==> src/rtl/drv_test_sequencer.sv <==
// drv_test_sequencer: steps the chip driver through ROM test vectors and tallies its pass/fail flags
module drv_test_sequencer #(
  parameter int          VEC_AW      = 8,
  parameter int          RST_CYC     = 4,
  parameter int          TIMEOUT_CYC = 1024,
  parameter logic [31:0] NOP_INSTR   = 32'h00000013
) (
  input  logic              clk,
  input  logic              reset,
  input  logic              start,
  input  logic [VEC_AW-1:0] num_vec,
  input  logic [1:0]        core_sel_in,
  output logic              vec_rd_en,
  output logic [VEC_AW-1:0] vec_rd_addr,
  input  logic [31:0]       vec_rd_instr,
  input  logic [31:0]       vec_rd_exp_addr,
  input  logic [31:0]       vec_rd_exp_wdata,
  output logic              drv_reset,
  output logic [1:0]        core_sel,
  output logic [31:0]       instruction,
  output logic [31:0]       output_addr_data,
  output logic [31:0]       input_output_write_data,
  output logic              pc_ready,
  input  logic              pc_valid,
  input  logic              output_addr_data_pass,
  input  logic              output_write_data_pass,
  output logic              busy,
  output logic              done,
  output logic              timeout,
  output logic [15:0]       pass_cnt,
  output logic [15:0]       fail_cnt,
  output logic              first_fail_valid,
  output logic [VEC_AW-1:0] first_fail_idx
);
  localparam int RW = $clog2(RST_CYC + 1);
  localparam int WW = $clog2(TIMEOUT_CYC + 1);
  typedef enum logic [3:0] {IDLE, RST, FETCH, WAIT, PRESENT, CHECK, FLUSH, DONE, ERR} state_t;
  state_t state;
  logic [VEC_AW:0] idx, n, nxt, idx_m1;
  logic [RW-1:0] rst_cnt;
  logic [WW-1:0] wd_cnt;
  logic skip, pc_valid_q, cap_pass, cap, do_score, res_pass, wd_hit;
  assign cap = pc_valid_q & ~pc_valid;
  assign do_score = (state == CHECK) || (state == FLUSH && cap);
  // the flush capture is scored on the spot, so it uses the live flags
  assign res_pass = (state == FLUSH) ? (output_addr_data_pass & output_write_data_pass) : cap_pass;
  assign nxt = (state == CHECK) ? idx + 1'b1 : idx;
  assign idx_m1 = idx - 1'b1;
  assign wd_hit = wd_cnt == WW'(TIMEOUT_CYC - 1);
  always_ff @(posedge clk or negedge reset) begin
    if (!reset) begin
      state <= IDLE;
      drv_reset <= 1'b1;
      core_sel <= '0;
      instruction <= '0;
      output_addr_data <= '0;
      input_output_write_data <= '0;
      pc_ready <= 1'b0;
      vec_rd_en <= 1'b0;
      vec_rd_addr <= '0;
      busy <= 1'b0;
      done <= 1'b0;
      timeout <= 1'b0;
      pass_cnt <= '0;
      fail_cnt <= '0;
      first_fail_valid <= 1'b0;
      first_fail_idx <= '0;
      pc_valid_q <= 1'b0;
      cap_pass <= 1'b0;
      skip <= 1'b0;
      idx <= '0;
      n <= '0;
      rst_cnt <= '0;
      wd_cnt <= '0;
    end else begin
      pc_valid_q <= pc_valid;
      if (cap) cap_pass <= output_addr_data_pass & output_write_data_pass;
      if (do_score) begin
        skip <= 1'b0;
        if (!skip && res_pass) pass_cnt <= (&pass_cnt) ? pass_cnt : pass_cnt + 16'd1;
        if (!skip && !res_pass) begin
          fail_cnt <= (&fail_cnt) ? fail_cnt : fail_cnt + 16'd1;
          first_fail_valid <= 1'b1;
          if (!first_fail_valid) first_fail_idx <= idx_m1[VEC_AW-1:0];
        end
      end
      case (state)
        IDLE, DONE, ERR: if (start) begin
          n <= {1'b0, num_vec};
          core_sel <= core_sel_in;
          pass_cnt <= '0;
          fail_cnt <= '0;
          first_fail_valid <= 1'b0;
          first_fail_idx <= '0;
          done <= 1'b0;
          timeout <= 1'b0;
          busy <= 1'b1;
          drv_reset <= 1'b1;
          idx <= '0;
          skip <= 1'b1;
          rst_cnt <= '0;
          state <= RST;
        end
        RST, CHECK: if (state == CHECK || rst_cnt == RW'(RST_CYC - 1)) begin
          drv_reset <= 1'b0;
          idx <= nxt;
          if (nxt == n) begin
            instruction <= NOP_INSTR;
            pc_ready <= 1'b1;
            wd_cnt <= '0;
            state <= FLUSH;
          end else begin
            vec_rd_en <= 1'b1;
            vec_rd_addr <= nxt[VEC_AW-1:0];
            state <= FETCH;
          end
        end else rst_cnt <= rst_cnt + 1'b1;
        FETCH: begin
          vec_rd_en <= 1'b0;
          state <= WAIT;
        end
        WAIT: begin
          instruction <= vec_rd_instr;
          output_addr_data <= vec_rd_exp_addr;
          input_output_write_data <= vec_rd_exp_wdata;
          pc_ready <= 1'b1;
          wd_cnt <= '0;
          state <= PRESENT;
        end
        PRESENT, FLUSH: if (cap) begin
          pc_ready <= 1'b0;
          busy <= state == PRESENT;
          done <= state == FLUSH;
          state <= (state == PRESENT) ? CHECK : DONE;
        end else if (wd_hit) begin
          pc_ready <= 1'b0;
          busy <= 1'b0;
          done <= 1'b1;
          timeout <= 1'b1;
          drv_reset <= 1'b1;
          state <= ERR;
        end else wd_cnt <= wd_cnt + 1'b1;
        default: state <= IDLE;
      endcase
    end
  end
endmodule
==> config.mk <==
export PLATFORM = sky130hd
export DESIGN_NAME = drv_test_sequencer
export DESIGN_NICKNAME = d
export VERILOG_FILES = /design/src/rtl/drv_test_sequencer.sv
export SDC_FILE = /design/constraint.sdc
export NUM_CORES = 1
export LEC_CHECK = 0
export CAP_MARGIN = 40
export CORE_AREA = 2 2 145 147
export CTS_CLUSTER_SIZE = 16
export DETAILED_ROUTE_END_ITERATION = 16
export DIE_AREA = 0 0 147 149
export PLACE_DENSITY_LB_ADDON = 0.3
export SLEW_MARGIN = 15
export SYNTH_ARGS = -nofsm -noshare
export SYNTH_HDL_FRONTEND = slang
export SYNTH_SLANG_ARGS = --single-unit
==> constraint.sdc <==
create_clock -name clk -period 2.3 [get_ports clk]
set_input_delay 0.46 -clock clk [delete_from_list [all_inputs] [get_ports clk]]
set_output_delay 0.46 -clock clk [all_outputs]
set_load 0.02 [all_outputs]
# After elaboration in Yosys (flattened, before gate mapping)

Cells that the tools add are included.

Flip-flop bits (word level): 191
Input port bits: 112

$add $sub $neg: 6
Equality and inequality tests: 20
Multiplexer cells: 64
Bitwise logic cells: 4
Reductions and logical operators: 31

Operators with widths:

| cell                                                   | number |
|---|---|
| 2-to-1 mux 16 bit                                      | 10 |
| 2-to-1 mux 32 bit                                      | 2 |
| case mux 32 bit (2 select lines)                       | 1 |
| 2-to-1 mux 11 bit                                      | 4 |
| 2-to-1 mux 8 bit                                       | 5 |
| case mux 11 bit (3 select lines)                       | 1 |
| adder 16 x 1 -> 16 bit (second input constant)         | 2 |
| AND reduction 16 bit                                   | 2 |
| 2-to-1 mux 9 bit                                       | 3 |
| 2-to-1 mux 1 bit                                       | 21 |
| AND reduction 3 bit                                    | 7 |
| case mux 4 bit (5 select lines)                        | 1 |
| case mux 9 bit (2 select lines)                        | 1 |
| equality test 4 x 3 -> 1 bit (second input constant)   | 4 |
| 2-to-1 mux 4 bit                                       | 4 |
| != test 2 bit (second input constant)                  | 8 |
| adder 11 x 1 -> 11 bit (second input constant)         | 1 |
| equality test 11 x 10 -> 1 bit (second input constant) | 1 |
| AND reduction 5 bit                                    | 2 |
| adder 9 x 1 -> 9 bit (second input constant)           | 1 |
| equality test 9 x 8 -> 1 bit                           | 1 |
| 2-to-1 mux 3 bit                                       | 3 |
| equality test 4 x 2 -> 1 bit (second input constant)   | 2 |
| case mux 1 bit (2 select lines)                        | 4 |
| other kinds (21)                                       | 34 |

# Longest topological paths before layout

Gate-level depths: netlist (run 1).

Depth after elaboration: 8
Gate-level depth with buffers: 12
Depth with buffers taken out: 9

# Worst setup path after synthesis (run 1)

No wires, ideal clock.

Path kind: flip-flop to flip-flop
Start point: register idx[0]
End point: register instruction[10]
Arrival: 2.295 ns
Data required time: 2.179 ns
Slack: -0.116 ns
Cell stages (with the launch flop): 13
Clock period less this slack: 2.416 ns
Cells stage by stage: dfrtp_1 clkbuf_1 inv_1 ha_1 xnor2_1 a21oi_1 nand4b_1 a21oi_2 nand4_2 o21a_1 buf_2 buf_6 a22o_1

Cells in the longest elaborated chain, start to end: 5

RTL lines:

| element                           | RTL line | text |
|---|---|---|
| start, declared                   | 39       | `logic [VEC_AW:0] idx, n, nxt, idx_m1;` |
| start signal, assigned            | 106      | `idx <= nxt;` |
| adder 9 x 1 -> 9 bit              | 47       | `assign nxt = (state == CHECK) ? idx + 1'b1 : idx;` |
| 2-to-1 mux 9 bit (*)              | 47       |  |
| equality test 9 x 8 -> 1 bit (*)  | 107      | `if (nxt == n) begin` |
| != test 2 bit (no line) (*)       | -        |  |
| AND reduction 3 bit (no line) (*) | -        |  |
| end signal, assigned              | 123      | `instruction <= vec_rd_instr;` |
| end, declared                     | 20       | `output logic [31:0] instruction,` |

Every way passes the cells marked *; elsewhere a longest branch is shown, timed or not.
A chain may end at the register's enable or synchronous reset.

# Worst setup path in the final report (run 1)

Start point: register idx[0]
End point: register wd_cnt[0]

Cells in the longest elaborated chain, start to end: 5

RTL lines:

| element                           | RTL line | text |
|---|---|---|
| adder 9 x 1 -> 9 bit              | 47       |  |
| 2-to-1 mux 9 bit (*)              | 47       |  |
| equality test 9 x 8 -> 1 bit (*)  | 107      |  |
| != test 2 bit (no line) (*)       | -        |  |
| AND reduction 5 bit (no line) (*) | -        |  |
| end signal, assigned              | 142      | `end else wd_cnt <= wd_cnt + 1'b1;` |
| end, declared                     | 41       | `logic [WW-1:0] wd_cnt;` |

Marks and branches as above.

==> qor.yml, run 1 <==
final_common_cell: "nand2_1"
slowest_stage: "dfrtp_1"
timing.rr.end: "wd_cnt[0]$_DFFE_PN0P_"
via_count: 7685
grt_start_max_net_pins: 68
cts-root-buf: "clkbuf_16"
drc: 0
stdcell_count: 1518
grt_remaining_overflow: 0
grt_usage_pct: 22.2
hold_viol_final: 0
violations: "setup timing"
slew_violations: 0
antenna_left: 0
setup_violations: 47
maxCapViolations: 0
powerDensity_mw_per_mm2: 1130
yosysWarnings: 0
hpwl_microns: 17200
layout_setup_ws_ns: -0.164
timing.rr.start: "idx[0]$_DFFE_PN0P_"
worstSetupPathType: "register to register"
h-tree-depth: 4
ys_types: 66
cp_cell_sequence: "buf_4 -> nand4_1 -> o311ai_4 -> nand4b_1 -> a21oi_2 -> nand4_4 -> buf_6 -> o211ai_1 -> buf_4 -> mux2i_1"
pin_count: 265
reg2reg_depth: 10
synth-edff-count: 0
max_freq_ghz: 0.406
endpoint: "wd_cnt[0]$_DFFE_PN0P_"
synth-seq-cells: 191
cp_common_cell: "buf_4"
min_period_ns: 2.46
cpPeakStageDelay_ns: 0.41
synth_ff_type: "dfrtp_1"
die_h_microns: 149
rows: 53
first_global_vias: 7647
required_ns: 2.63
synthToLayoutAreaGrowth_pct: 53.4
synthCells: 899
hold_class: "input pin to async pin"
synth_area_per_cell_sq_um: 9.55
path_max_fanout: 6
end_kind: "register"
arrival_ns: 2.79
drive_gt1_share_pct: 15.7
core-area_sq_mm: 0.0206
dieArea_sq_mm: 0.0219
max_slew_margin_pct: 63.3
period_share_pct: 107
grt_pass1_wl_microns: 39000
cts.sinks: 191
drt_pass1_iterations: 4
cts_tree: "done"
numCtsBuffers: 17
dp.cells: 1470
clk_path_buf_depth: 2
clock_skew_ns: 0.0136
vdd_drop_max_mv: 0.672
wl_per_cell_microns: 16.2
gp_congestion: 0.870
syn_area_sq_mm: 0.00858
yosysSeqAreaShare_pct: 55.7
start_util_pct: 41.8
syn_nets: 1018
diodes: 0
final_net_count: 1349
status: "finished with violations"
p_leak_uw: 0.00605
stdcell_area_sq_mm: 0.0132
cts.clk_slew.worst_paths_ns: 0.08
rsz0062_at_grt: "true"
worstSetupStartpoint: "idx[0]$_DFFE_PN0P_"
post_drt_via_cell_ratio: 5.06
tightest_slew_ns: 0.545
timing.reg2reg.setup_slack_ns: -0.16
detail_route.iter0.violations: 391
fp.dieW_microns: 147
antenna_found_initial: 0
synthArstFlopShare_pct: 100
wirelength_microns: 24700
power_uw: 14800
layout_common_cells: "nand2_1, clkdlybuf4s50_1, dfrtp_1"
placed_area_sq_mm: 0.0120
io_buffers: 264
cp-start-kind: "register"
worst_skew_pair.late_latency_ns: 0.44
-- sequential cells by signal, indices dropped and copies added (netlist names), 2 cells and up --
signal,flops
n,8
instruction,32
vec_rd_addr,8
first_fail_idx,8
idx,9
input_output_write_data,32
fail_cnt,16
core_sel,2
pass_cnt,16
output_addr_data,32
wd_cnt,11
rst_cnt,3
state,4
-- critical path: cells and delay by family (launching register included) --
kind / cells / cell delay, ns
compound gates: 3 / 0.77
simple gates: 3 / 0.54
buf+inv: 3 / 0.53
flops: 1 / 0.41
mux: 1 / 0.08
-- worst min-delay path by stage --
stage / from / to / slack [ns]
5_1_grt: reset / core_sel[1]$_DFFE_PN0P_ / 0.46
6_report: reset / core_sel[0]$_DFFE_PN0P_ / 0.47
2_1_floorplan: reset / busy$_DFFE_PN0P_ / 0.16
4_1_cts: reset / core_sel[0]$_DFFE_PN0P_ / 0.45
3_5_place_dp: reset / core_sel[0]$_DFFE_PN0P_ / 0.36
3_3_place_gp: reset / core_sel[1]$_DFFE_PN0P_ / 0.37
-- final cells by class --
cell class | instances | area (sq um)
clock buffers | 18 | 439
clock inverters | 14 | 164
fillers | 1701 | 7390
inverters | 24 | 90.1
multi-input cells | 636 | 3830
flip-flops and latches | 191 | 4780
well taps | 275 | 344
repair buffers | 360 | 3510
-- per-stage QoR --
step | utilization, % | setup TNS, ns | hold WS (ns) | setup WS [ns]
final | 64.1 | -4.46 | 0.466 | -0.164
after global placement | 58.6 | -11.58 | 0.366 | -0.266
after global routing | 64.1 | -10.74 | 0.463 | -0.295
after detailed placement | 58.6 | -15.76 | 0.363 | -0.360
after floorplan | - | 0 | 0.164 | 0.00694
after CTS | 62.4 | -4.38 | 0.449 | -0.123
-- cell families after synthesis --
group                    synth area share, %
flip-flops                              55.7
AND/OR/NAND/NOR                         23.0
adder cells (fa/ha/maj)                 1.02
multiplexers                            1.76
AO/OA/AOI/OAI                           10.8
buffers and inverters                   3.64
XOR/XNOR                                4.14
-- where the power goes --
part	internal, uW	leakage, uW	switching (uW)
sequential	4470	0.00246	717
combinational	3170	0.00330	3470
clock	1500	0.000292	1500
-- synthesized netlist by cell type, types with 3 or more instances --
| library cell | number | area [sq um] |
|---|---|---|
| a211oi_1 | 6 | 45.0 |
| a21o_1 | 3 | 22.5 |
| a21oi_1 | 20 | 100 |
| a22o_1 | 29 | 254 |
| a311oi_1 | 3 | 26.3 |
| a31oi_1 | 12 | 75.1 |
| and2_1 | 4 | 25.0 |
| and3_1 | 10 | 62.6 |
| and3b_1 | 3 | 26.3 |
| and4_1 | 3 | 26.3 |
| buf_2 | 10 | 50.1 |
| buf_6 | 4 | 45.0 |
| clkbuf_1 | 34 | 128 |
| dfrtp_1 | 190 | 4750 |
| ha_1 | 7 | 87.6 |
| inv_1 | 23 | 86.3 |
| mux2_2 | 8 | 90.1 |
| mux2i_1 | 5 | 50.1 |
| nand2_1 | 267 | 1000 |
| nand2b_1 | 5 | 31.3 |
| nand3_1 | 29 | 145 |
| nand4_1 | 9 | 56.3 |
| nor2_1 | 66 | 248 |
| nor2b_1 | 3 | 18.8 |
| nor3_1 | 24 | 120 |
| o21ai_0 | 36 | 180 |
| o31ai_1 | 3 | 22.5 |
| xnor2_1 | 20 | 175 |
| xor2_1 | 18 | 158 |
-- metal layers --
layer  up-vias  track usage, %  part of all wire (%)
met5         -               0                     0
met4         0            6.20                   1.3
met3        26            7.46                   7.4
met2       245            36.7                    51
met1      3730            28.0                    41
li1       3684               -                     -
-- timing repair --
item	4_1_cts	5_1_grt
hold buffers	1	0
setup buffers	9	3
gates resized for setup	23	66
cloned	1	3
pin swaps	5	20
endpoints found under the setup margin	64	85
endpoints found under the hold margin	24	0
Note: power is estimated with default switching activity, not from simulation.
==> run 2: changes to the inputs <==
--- a/config.mk
+++ b/config.mk
@@ -6,10 +6,12 @@
 export NUM_CORES = 1
 export LEC_CHECK = 0
 export CAP_MARGIN = 40
-export CORE_AREA = 2 2 145 147
+export CELL_PAD_IN_SITES_DETAIL_PLACEMENT = 1
+export CELL_PAD_IN_SITES_GLOBAL_PLACEMENT = 1
+export CORE_AREA = 2 2 167 169
 export CTS_CLUSTER_SIZE = 16
 export DETAILED_ROUTE_END_ITERATION = 16
-export DIE_AREA = 0 0 147 149
+export DIE_AREA = 0 0 169 171
 export PLACE_DENSITY_LB_ADDON = 0.3
 export SLEW_MARGIN = 15
 export SYNTH_ARGS = -nofsm -noshare
==> qor.yml, run 2 (synthesis gave the netlist of run 1 again) <==
p_leak_uw: 0.00621  # +2.6%
hpwl_microns: 19900  # +15%
placed_area_sq_mm: 0.0122  # +1.1%
h-tree-depth: 4  # unchanged
die_h_microns: 171  # +15%
detail_route.iter0.violations: 309  # -21%
wirelength_microns: 29300  # +19%
cts_tree: "done"
cpPeakStageDelay_ns: 0.43  # +0.02 ns
worstSetupPathType: "register to register"
layout_setup_ws_ns: -0.176  # -0.0127 ns
worst-path-buf-inv: 1  # -2
drive_gt1_share_pct: 17.6  # +1.9 points
start_util_pct: 31.4  # -10 points
wl_per_cell_microns: 18.3  # +13%
crit_family: "simple AND/OR/NAND/NOR gates"
rsz0062_at_grt: "true"
maxCapViolations: 0  # unchanged
min_period_ns: 2.48  # +0.0127 ns
violations: "setup timing"
max_slew_margin_pct: 64.1  # +0.87 points
antenna_left: 0  # unchanged
path_max_fanout: 12  # +6
slowest_stage: "dfrtp_1"
powerDensity_mw_per_mm2: 1120  # -0.61%
fp.dieW_microns: 169  # +15%
cp_cell_sequence: "nand4bb_4 -> nor4_4 -> xnor2_2 -> xnor2_1 -> nand4_4 -> o21a_4 -> buf_12 -> a22o_1"
setup_violations: 69  # +47%
clock_skew_ns: 0.0209  # +0.00724 ns
final_common_cell: "clkdlybuf4s50_1"
first_global_vias: 8152  # +6.6%
drc: 0  # unchanged
numCtsBuffers: 17  # unchanged
nFillCells: 3030  # +78%
grt_usage_pct: 19.5  # -2.7 points
arrival_ns: 2.79  # about the same
required_ns: 2.61  # -0.02 ns
tightest_slew_ns: 0.532  # -0.0129 ns
period_share_pct: 108  # +0.55 points
rows: 61  # +15%
worst_skew_pair.late_latency_ns: 0.44  # about the same
clk_path_buf_depth: 2  # unchanged
pin_count: 265  # unchanged
via_count: 7819  # +1.7%
cts-root-buf: "clkbuf_16"
layout_common_cells: "clkdlybuf4s50_1, nand2_1, dfrtp_1"
hold_viol_final: 0  # unchanged
grt_pass1_wl_microns: 44300  # +13%
antenna_found_initial: 1  # +1
drt_pass1_iterations: 4  # unchanged
grt_remaining_overflow: 0  # unchanged
vdd_drop_max_mv: 0.612  # -8.8%
stdcell_count: 1599  # +5.3%
top_regs: "input_output_write_data: 32 flops, instruction: 32 flops, output_addr_data: 32 flops"
place_ws_ns: -0.381  # -0.0210 ns
slew_violations: 0  # unchanged
io_buffers: 264  # unchanged
cp-start-kind: "register"
diodes: 0  # unchanged
max_freq_ghz: 0.404  # -0.51%
stdcell_area_sq_mm: 0.0136  # +3.0%
post_drt_via_cell_ratio: 4.89  # -3.4%
final_net_count: 1359  # +0.74%
dieArea_sq_mm: 0.0289  # +32%
setup_tns_ns: -7.01  # -2.54 ns
synthToLayoutAreaGrowth_pct: 58.0
gp_congestion: 0.795  # -8.6%
grt_start_max_net_pins: 68  # unchanged
core-area_sq_mm: 0.0273  # +33%
cts.clk_slew.worst_paths_ns: 0.08  # about the same
hold_class: "register to register"
end_kind: "register"
status: "finished with violations"
cts.sinks: 191  # unchanged
dp.cells: 1542  # +4.9%
==> run 2: cell count changes in the layout (fill, tap and decap cells not counted), sizes merged <==
cell and change:
buf +9, clkinvlp -1, clkbuf +1, clkinv +2, inv -1
==> run 2: what timing repair did <==
item,4_1_cts,5_1_grt
hold endpoints to repair,9,0
hold buffers,1,0
setup buffers,4,15
cloned,0,5
pin swaps,5,33
resized for setup,16,108
setup endpoints to repair,78,89
==> run 2: power breakdown <==
group / internal (uW) / total (uW) / switching [uW]
Sequential: 4470 / 5230 / 754
Combinational: 3250 / 6890 / 3640
Clock: 1490 / 3070 / 1570
==> run 2: layer usage <==
metal	track usage, %	share of wire (%)	wire length, microns
met5	0	0.044	13
met1	23.3	41	11900
met2	33.6	51	14800
met3	7.56	7.2	2110
met4	3.68	1.3	382
==> run 2: worst paths after layout <==
kind	from	to	slack (ns)	cells past startpoint
max	state[1]$_DFFE_PN0P_	instruction[5]$_DFFE_PN0P_	-0.18	8
min	input_output_write_data[4]$_DFFE_PN0P_	input_output_write_data[4]$_DFFE_PN0P_	0.47	2
max reg2reg	state[1]$_DFFE_PN0P_	instruction[5]$_DFFE_PN0P_	-0.18	8
min reg2reg	input_output_write_data[4]$_DFFE_PN0P_	input_output_write_data[4]$_DFFE_PN0P_	0.47	2
max in group asynchronous	reset	output_addr_data[21]$_DFFE_PN0P_	1.06	3
min in group asynchronous	reset	core_sel[0]$_DFFE_PN0P_	0.57	2
==> run 2: cell type report <==
class                   count  area, sq um  area share (%)
repair buffers            370         3680            27.2
clock inverters            14          190            1.40
inverters                  24         90.1           0.664
clock buffers              18          429            3.16
well taps                 346          433            3.19
flip-flops and latches    191         4780            35.3
multi-input cells         636         3950            29.1
==> run 2: worst min-delay path, cell delays in order, from the launching register on <==
cell and delay (ns):
dfrtp_1 0.34, nand2_1 0.05, nand2_1 0.05
==> run 2: through the flow <==
stage	util, %	hold WS (ns)	total power [uW]
CTS	47.3	0.481	15000
finish	49.6	0.475	15200
global placement	44.6	0.456	11600
global route	49.6	0.507	16200
detailed placement	44.6	0.462	11800
floorplan	-	0.164	8370
==> variant 1: new RTL, flow settings as in run 1 <==
Change the parameter `VEC_AW` from 8 to 10.
--- a/src/rtl/drv_test_sequencer.sv
+++ b/src/rtl/drv_test_sequencer.sv
@@ -1,5 +1,5 @@
 // drv_test_sequencer: steps the chip driver through ROM test vectors and tallies its pass/fail flags
 module drv_test_sequencer #(
-  parameter int          VEC_AW      = 8,
+  parameter int          VEC_AW      = 10,
   parameter int          RST_CYC     = 4,
   parameter int          TIMEOUT_CYC = 1024,
Ports: changed (resized first_fail_idx, num_vec and vec_rd_addr); port bits go from 265 to 271. The function was not compared with the original's and may differ.
==> variant 1 against run 1 <==
  * The run still ends with setup timing left
  * Utilization is 2.3 points higher
  * Cell area rose by 3.6%
  * Critical path depth grew 3
  * Power is 13% higher
  * Final cell count rose by 2.0%
  * Sequential power grew 6.6%
  * Routed wire length up 2.2%
  * Largest power group unchanged
  * Clock skew rose by 0.0051 ns
  * Setup slack worse by 0.22 ns
  * Sequential cell count rose by 8
  * Sequential share of layout area is 0.16 points higher
  * Critical path type unchanged
  * Synthesized area rose by 4.8%
  * Maximum frequency decreased by 8.1%
==> variant 1: results (changes against run 1) <==
Static Leakage 6.16 nW (was 6.05 nW); Synth Area in Adders 0.00973 (was 0.0102); worst-path fanout max 12 (was 6); PD cells 1220 nW/um2 (was 1130 nW/um2); NumNets Final 1382 (was 1349); hpwl dp 17400 um (was 17200 um); WL final 25200 um (was 24700 um); largest net degree at the start of global routing 69 (was 68); family with the most delay on the worst path simple AND/OR/NAND/NOR gates (was compound AO/OA/AOI/OAI gates); Clock buf/inv share 0.0436 (was 0.0458); Non-clock buffering overhead 0.264 (was 0.267); Total Neg Setup Slack -18.44 ns (was -4.46 ns); H-tree depth 4 (unchanged); #MultiIn Comb 659 (was 636); CP max stage cell or4_4 (was dfrtp_1); Cell Area, Placed 12800 um2 (was 12000 um2); Non-clk invs 16 (was 24); multiplexer area fraction after synthesis 0.0362 (was 0.0176); register area share after synthesis 0.554 (was 0.557); Synth cell types 61 (was 66); status finished, violations left (unchanged); Setup WS pre-CTS -0.409 ns (was -0.360 ns); register area 4980 um2 (was 4780 um2); min setup slack post-route -0.380 ns (was -0.164 ns); Synth Area in XOR/XNOR 0.0444 (was 0.0414); synthesis-stage register bit count 199 (was 191); via/cell ratio 5.11 (was 5.06); clock network power 3.07 mW (was 3.00 mW); Worst Hold Class reg -> reg (was in -> async); synthesized netlist net count 1046 (was 1018); Synth top cells by count nand2_1 (252), dfrtp_1 (198), nor2_1 (76), clkbuf_1 (38), o21ai_0 (34) (was nand2_1 (267), dfrtp_1 (190), nor2_1 (66), o21ai_0 (36), clkbuf_1 (34)); Seq/total area 0.365 (was 0.363); Post-Syn Area per Cell 9.73 um2 (was 9.55 um2); GRT Total Usage 0.228 (was 0.222); crit-path max cell delay 0.50 ns (was 0.41 ns); VDD IR max 0.000656 V (was 0.000672 V); sw power 6.42 mW (was 5.69 mW); Placer Congestion 0.881 (was 0.870); multi-input logic area 4050 um2 (was 3830 um2); Avg WL per Cell 16.3 um (was 16.2 um); final setup violation count 56 (was 47); post-synthesis compound-gate area fraction 0.0982 (was 0.108); I/O Buffers 270 (was 264); failing checks setup timing (unchanged); first-pass GRT wire length 39900 um (was 39000 um); vias in the first global route 7750 (was 7647); Rel. slew slack 0.694 (was 0.633)
-- variant 1: cell types whose count changed after synthesis, moves of 5 or more --
cell,delta
a211oi_1,+7
a21oi_1,+5
dfrtp_1,+8
inv_1,-7
mux2_4,+8
nand2_1,-15
nand2b_1,+5
nand4_1,+5
nor2_1,+10
nor3_1,-10
or3_1,+8
-- variant 1: worst register-to-register path: stages, from the launching register on --
cell     delay [ns]
dfrtp_1        0.40
buf_6          0.14
inv_6          0.05
ha_4           0.20
xor2_2         0.14
nor4_2         0.14
a31oi_1        0.07
or4_4          0.50
nor4_4         0.25
buf_4          0.16
a31oi_4        0.10
buf_12         0.18
nand2_8        0.09
mux2i_1        0.17
-- variant 1: worst paths after layout --
check | startpoint | to | slack [ns] | cells after the start
worst min-delay path | input_output_write_data[22] | input_output_write_data[22] | 0.47 | 2
worst min register to register | input_output_write_data[22] | input_output_write_data[22] | 0.47 | 2
max in group asynchronous | reset | wd_cnt[5] | 1.07 | 3
worst max register to register | idx[0] | wd_cnt[1] | -0.38 | 13
worst max-delay path | idx[0] | wd_cnt[1] | -0.38 | 13
min in group asynchronous | reset | instruction[19] | 0.54 | 2
-- variant 1: metal layers --
metal	vias to the layer above	part of all wire	track usage	wire length (um)
li1	3804	-	-	-
met1	3857	0.43	0.297	10700
met2	211	0.50	0.383	12700
met3	38	0.051	0.0465	1280
met4	0	0.022	0.0769	563
met5	-	0	0	0
-- variant 1: timing repair --
| action | 4_1_cts | 5_1_grt |
|---|---|---|
| hold buffers | 1 | 0 |
| gates cloned | 1 | 0 |
| buffers inserted | 2 | 3 |
| pin swaps | 0 | 9 |
| endpoints found under the hold margin | 40 | 0 |
| resized for setup | 21 | 39 |
| endpoints found under the setup margin | 82 | 96 |
==> variant 2: new RTL, settings of run 1 <==
Made on the original files. Register the output `fail_cnt` once more, without a reset; this adds one clock of latency there. The other outputs are not delayed to match.
--- a/src/rtl/drv_test_sequencer.sv
+++ b/src/rtl/drv_test_sequencer.sv
@@ -36,4 +36,6 @@
   localparam int WW = $clog2(TIMEOUT_CYC + 1);
   typedef enum logic [3:0] {IDLE, RST, FETCH, WAIT, PRESENT, CHECK, FLUSH, DONE, ERR} state_t;
+
+  logic [15:0] fail_cnt_s0;
   state_t state;
   logic [VEC_AW:0] idx, n, nxt, idx_m1;
@@ -63,5 +65,5 @@
       timeout <= 1'b0;
       pass_cnt <= '0;
-      fail_cnt <= '0;
+      fail_cnt_s0 <= '0;
       first_fail_valid <= 1'b0;
       first_fail_idx <= '0;
@@ -80,5 +82,5 @@
         if (!skip && res_pass) pass_cnt <= (&pass_cnt) ? pass_cnt : pass_cnt + 16'd1;
         if (!skip && !res_pass) begin
-          fail_cnt <= (&fail_cnt) ? fail_cnt : fail_cnt + 16'd1;
+          fail_cnt_s0 <= (&fail_cnt_s0) ? fail_cnt_s0 : fail_cnt_s0 + 16'd1;
           first_fail_valid <= 1'b1;
           if (!first_fail_valid) first_fail_idx <= idx_m1[VEC_AW-1:0];
@@ -90,5 +92,5 @@
           core_sel <= core_sel_in;
           pass_cnt <= '0;
-          fail_cnt <= '0;
+          fail_cnt_s0 <= '0;
           first_fail_valid <= 1'b0;
           first_fail_idx <= '0;
@@ -145,3 +147,7 @@
     end
   end
+  always_ff @(posedge clk) begin
+    fail_cnt <= fail_cnt_s0;
+  end
+
 endmodule
Behaviour: no difference found for any inputs over 10 cycles, from zero or initial values and one cycle with reset low; that may be too few to reach the edited logic, so the function may still have changed.
==> variant 2 against run 1 <==
  * Sequential share of layout area shrank 0.27 points
  * The flow still finishes with violations (setup timing)
  * Power grew 13%
  * Setup slack lost 0.029 ns
  * Sequential cell count grew 16
  * Cell area grew 7.5%
  * Critical path type unchanged
  * Count of clock-buffer cells in the layout grew 16
  * Routed wire length grew 9.1%
  * Synthesized area grew 5.1%
  * Critical endpoint is now wd_cnt[6]
==> variant 2: results (changes against run 1) <==
CP max stage cell dfrtp_2 (was dfrtp_1); post-synthesis compound-gate area fraction 0.119 (was 0.108); area grow syn2layout 56.8% (was 53.4%); CTS clock-pin slew for the worst setup and hold paths 0.06 ns (was 0.08 ns); status finished, violations left (unchanged); DR pass1 iterations 5 (was 4); via/cell ratio 5.20 (was 5.06); post_cts resized 36 (was 23); Post-Syn Area per Cell 9.61 um2 (was 9.55 um2); Placer Congestion 0.923 (was 0.870); critical path data arrival time 2.94 ns (was 2.79 ns); largest net degree at the start of global routing 95 (was 68); min setup slack post-route -0.193 ns (was -0.164 ns); register area share after synthesis 0.565 (was 0.557); VDD IR max 0.000984 V (was 0.000672 V); first-pass GRT wire length 41200 um (was 39000 um); final setup violation count 50 (was 47); Total Neg Setup Slack -6.59 ns (was -4.46 ns); failing checks setup timing (unchanged); CTS Buf Count 23 (was 17); Worst Hold Class reg -> reg (was in -> async); final-layout fill cell count 1536 (was 1701); Synth Area in XOR/XNOR 0.0378 (was 0.0414); final hold slack 0.432 ns (was 0.466 ns); Synth Area in Adders 0.00970 (was 0.0102); via count 8257 (was 7685); clk buf depth 3 (was 2); Post-CTS Setup Inserts 10 (was 9); worst-path fanout max 4 (was 6)
-- variant 2: changes by cell type after synthesis, sizes merged, moves of 8 or more --
cell   change
a31oi     -10
inv       -11
dfxtp     +16
nand3      -8
o21ai     +11
nand4     +12
-- variant 2: area by class of cell --
type	instances	area share
tap	275	0.0243
sequential	207	0.361
clock inverter	8	0.00663
inverter	12	0.00354
multi-input combinational	671	0.290
clock buffer	34	0.0500
timing repair buffer	382	0.265
-- variant 2: kinds of logic (layout without fill, tap and decap cells) --
family | count (synthesis) | after routing
AO/OA/AOI/OAI | 154 | 155
multiplexers | 13 | 13
adder cells (fa/ha/maj) | 7 | 7
flip-flops | 207 | 207
AND/OR/NAND/NOR | 457 | 457
buffers and inverters | 62 | 436
XOR/XNOR | 39 | 39
-- variant 2: path summary, 6_finish.rpt --
| path | start | cells after the start | endpoint |
|---|---|---|---|
| hold / removal | fail_cnt_s0[13] | 0 | fail_cnt[13] |
| max in group asynchronous | reset | 3 | vec_rd_addr[4] |
| setup / recovery | idx[0] | 10 | wd_cnt[6] |
| setup reg to reg | idx[0] | 10 | wd_cnt[6] |
| hold reg to reg | fail_cnt_s0[13] | 0 | fail_cnt[13] |
| min in group asynchronous | reset | 2 | fail_cnt_s0[5] |
-- variant 2: where the power goes --
| group | switching [mW] | internal (mW) | total [mW] | leakage (nW) |
|---|---|---|---|---|
| clock network | 1.49 | 2.35 | 3.84 | 0.402 |
| registers | 0.700 | 4.77 | 5.47 | 2.59 |
| logic | 3.89 | 3.49 | 7.38 | 3.41 |
| total | 6.08 | 10.6 | 16.7 | 6.41 |
-- variant 2: metal layers --
layer	track usage	wire length, um
met1	0.304	11100
met4	0.0880	890
met5	0	0
met2	0.384	13200
met3	0.0446	1670
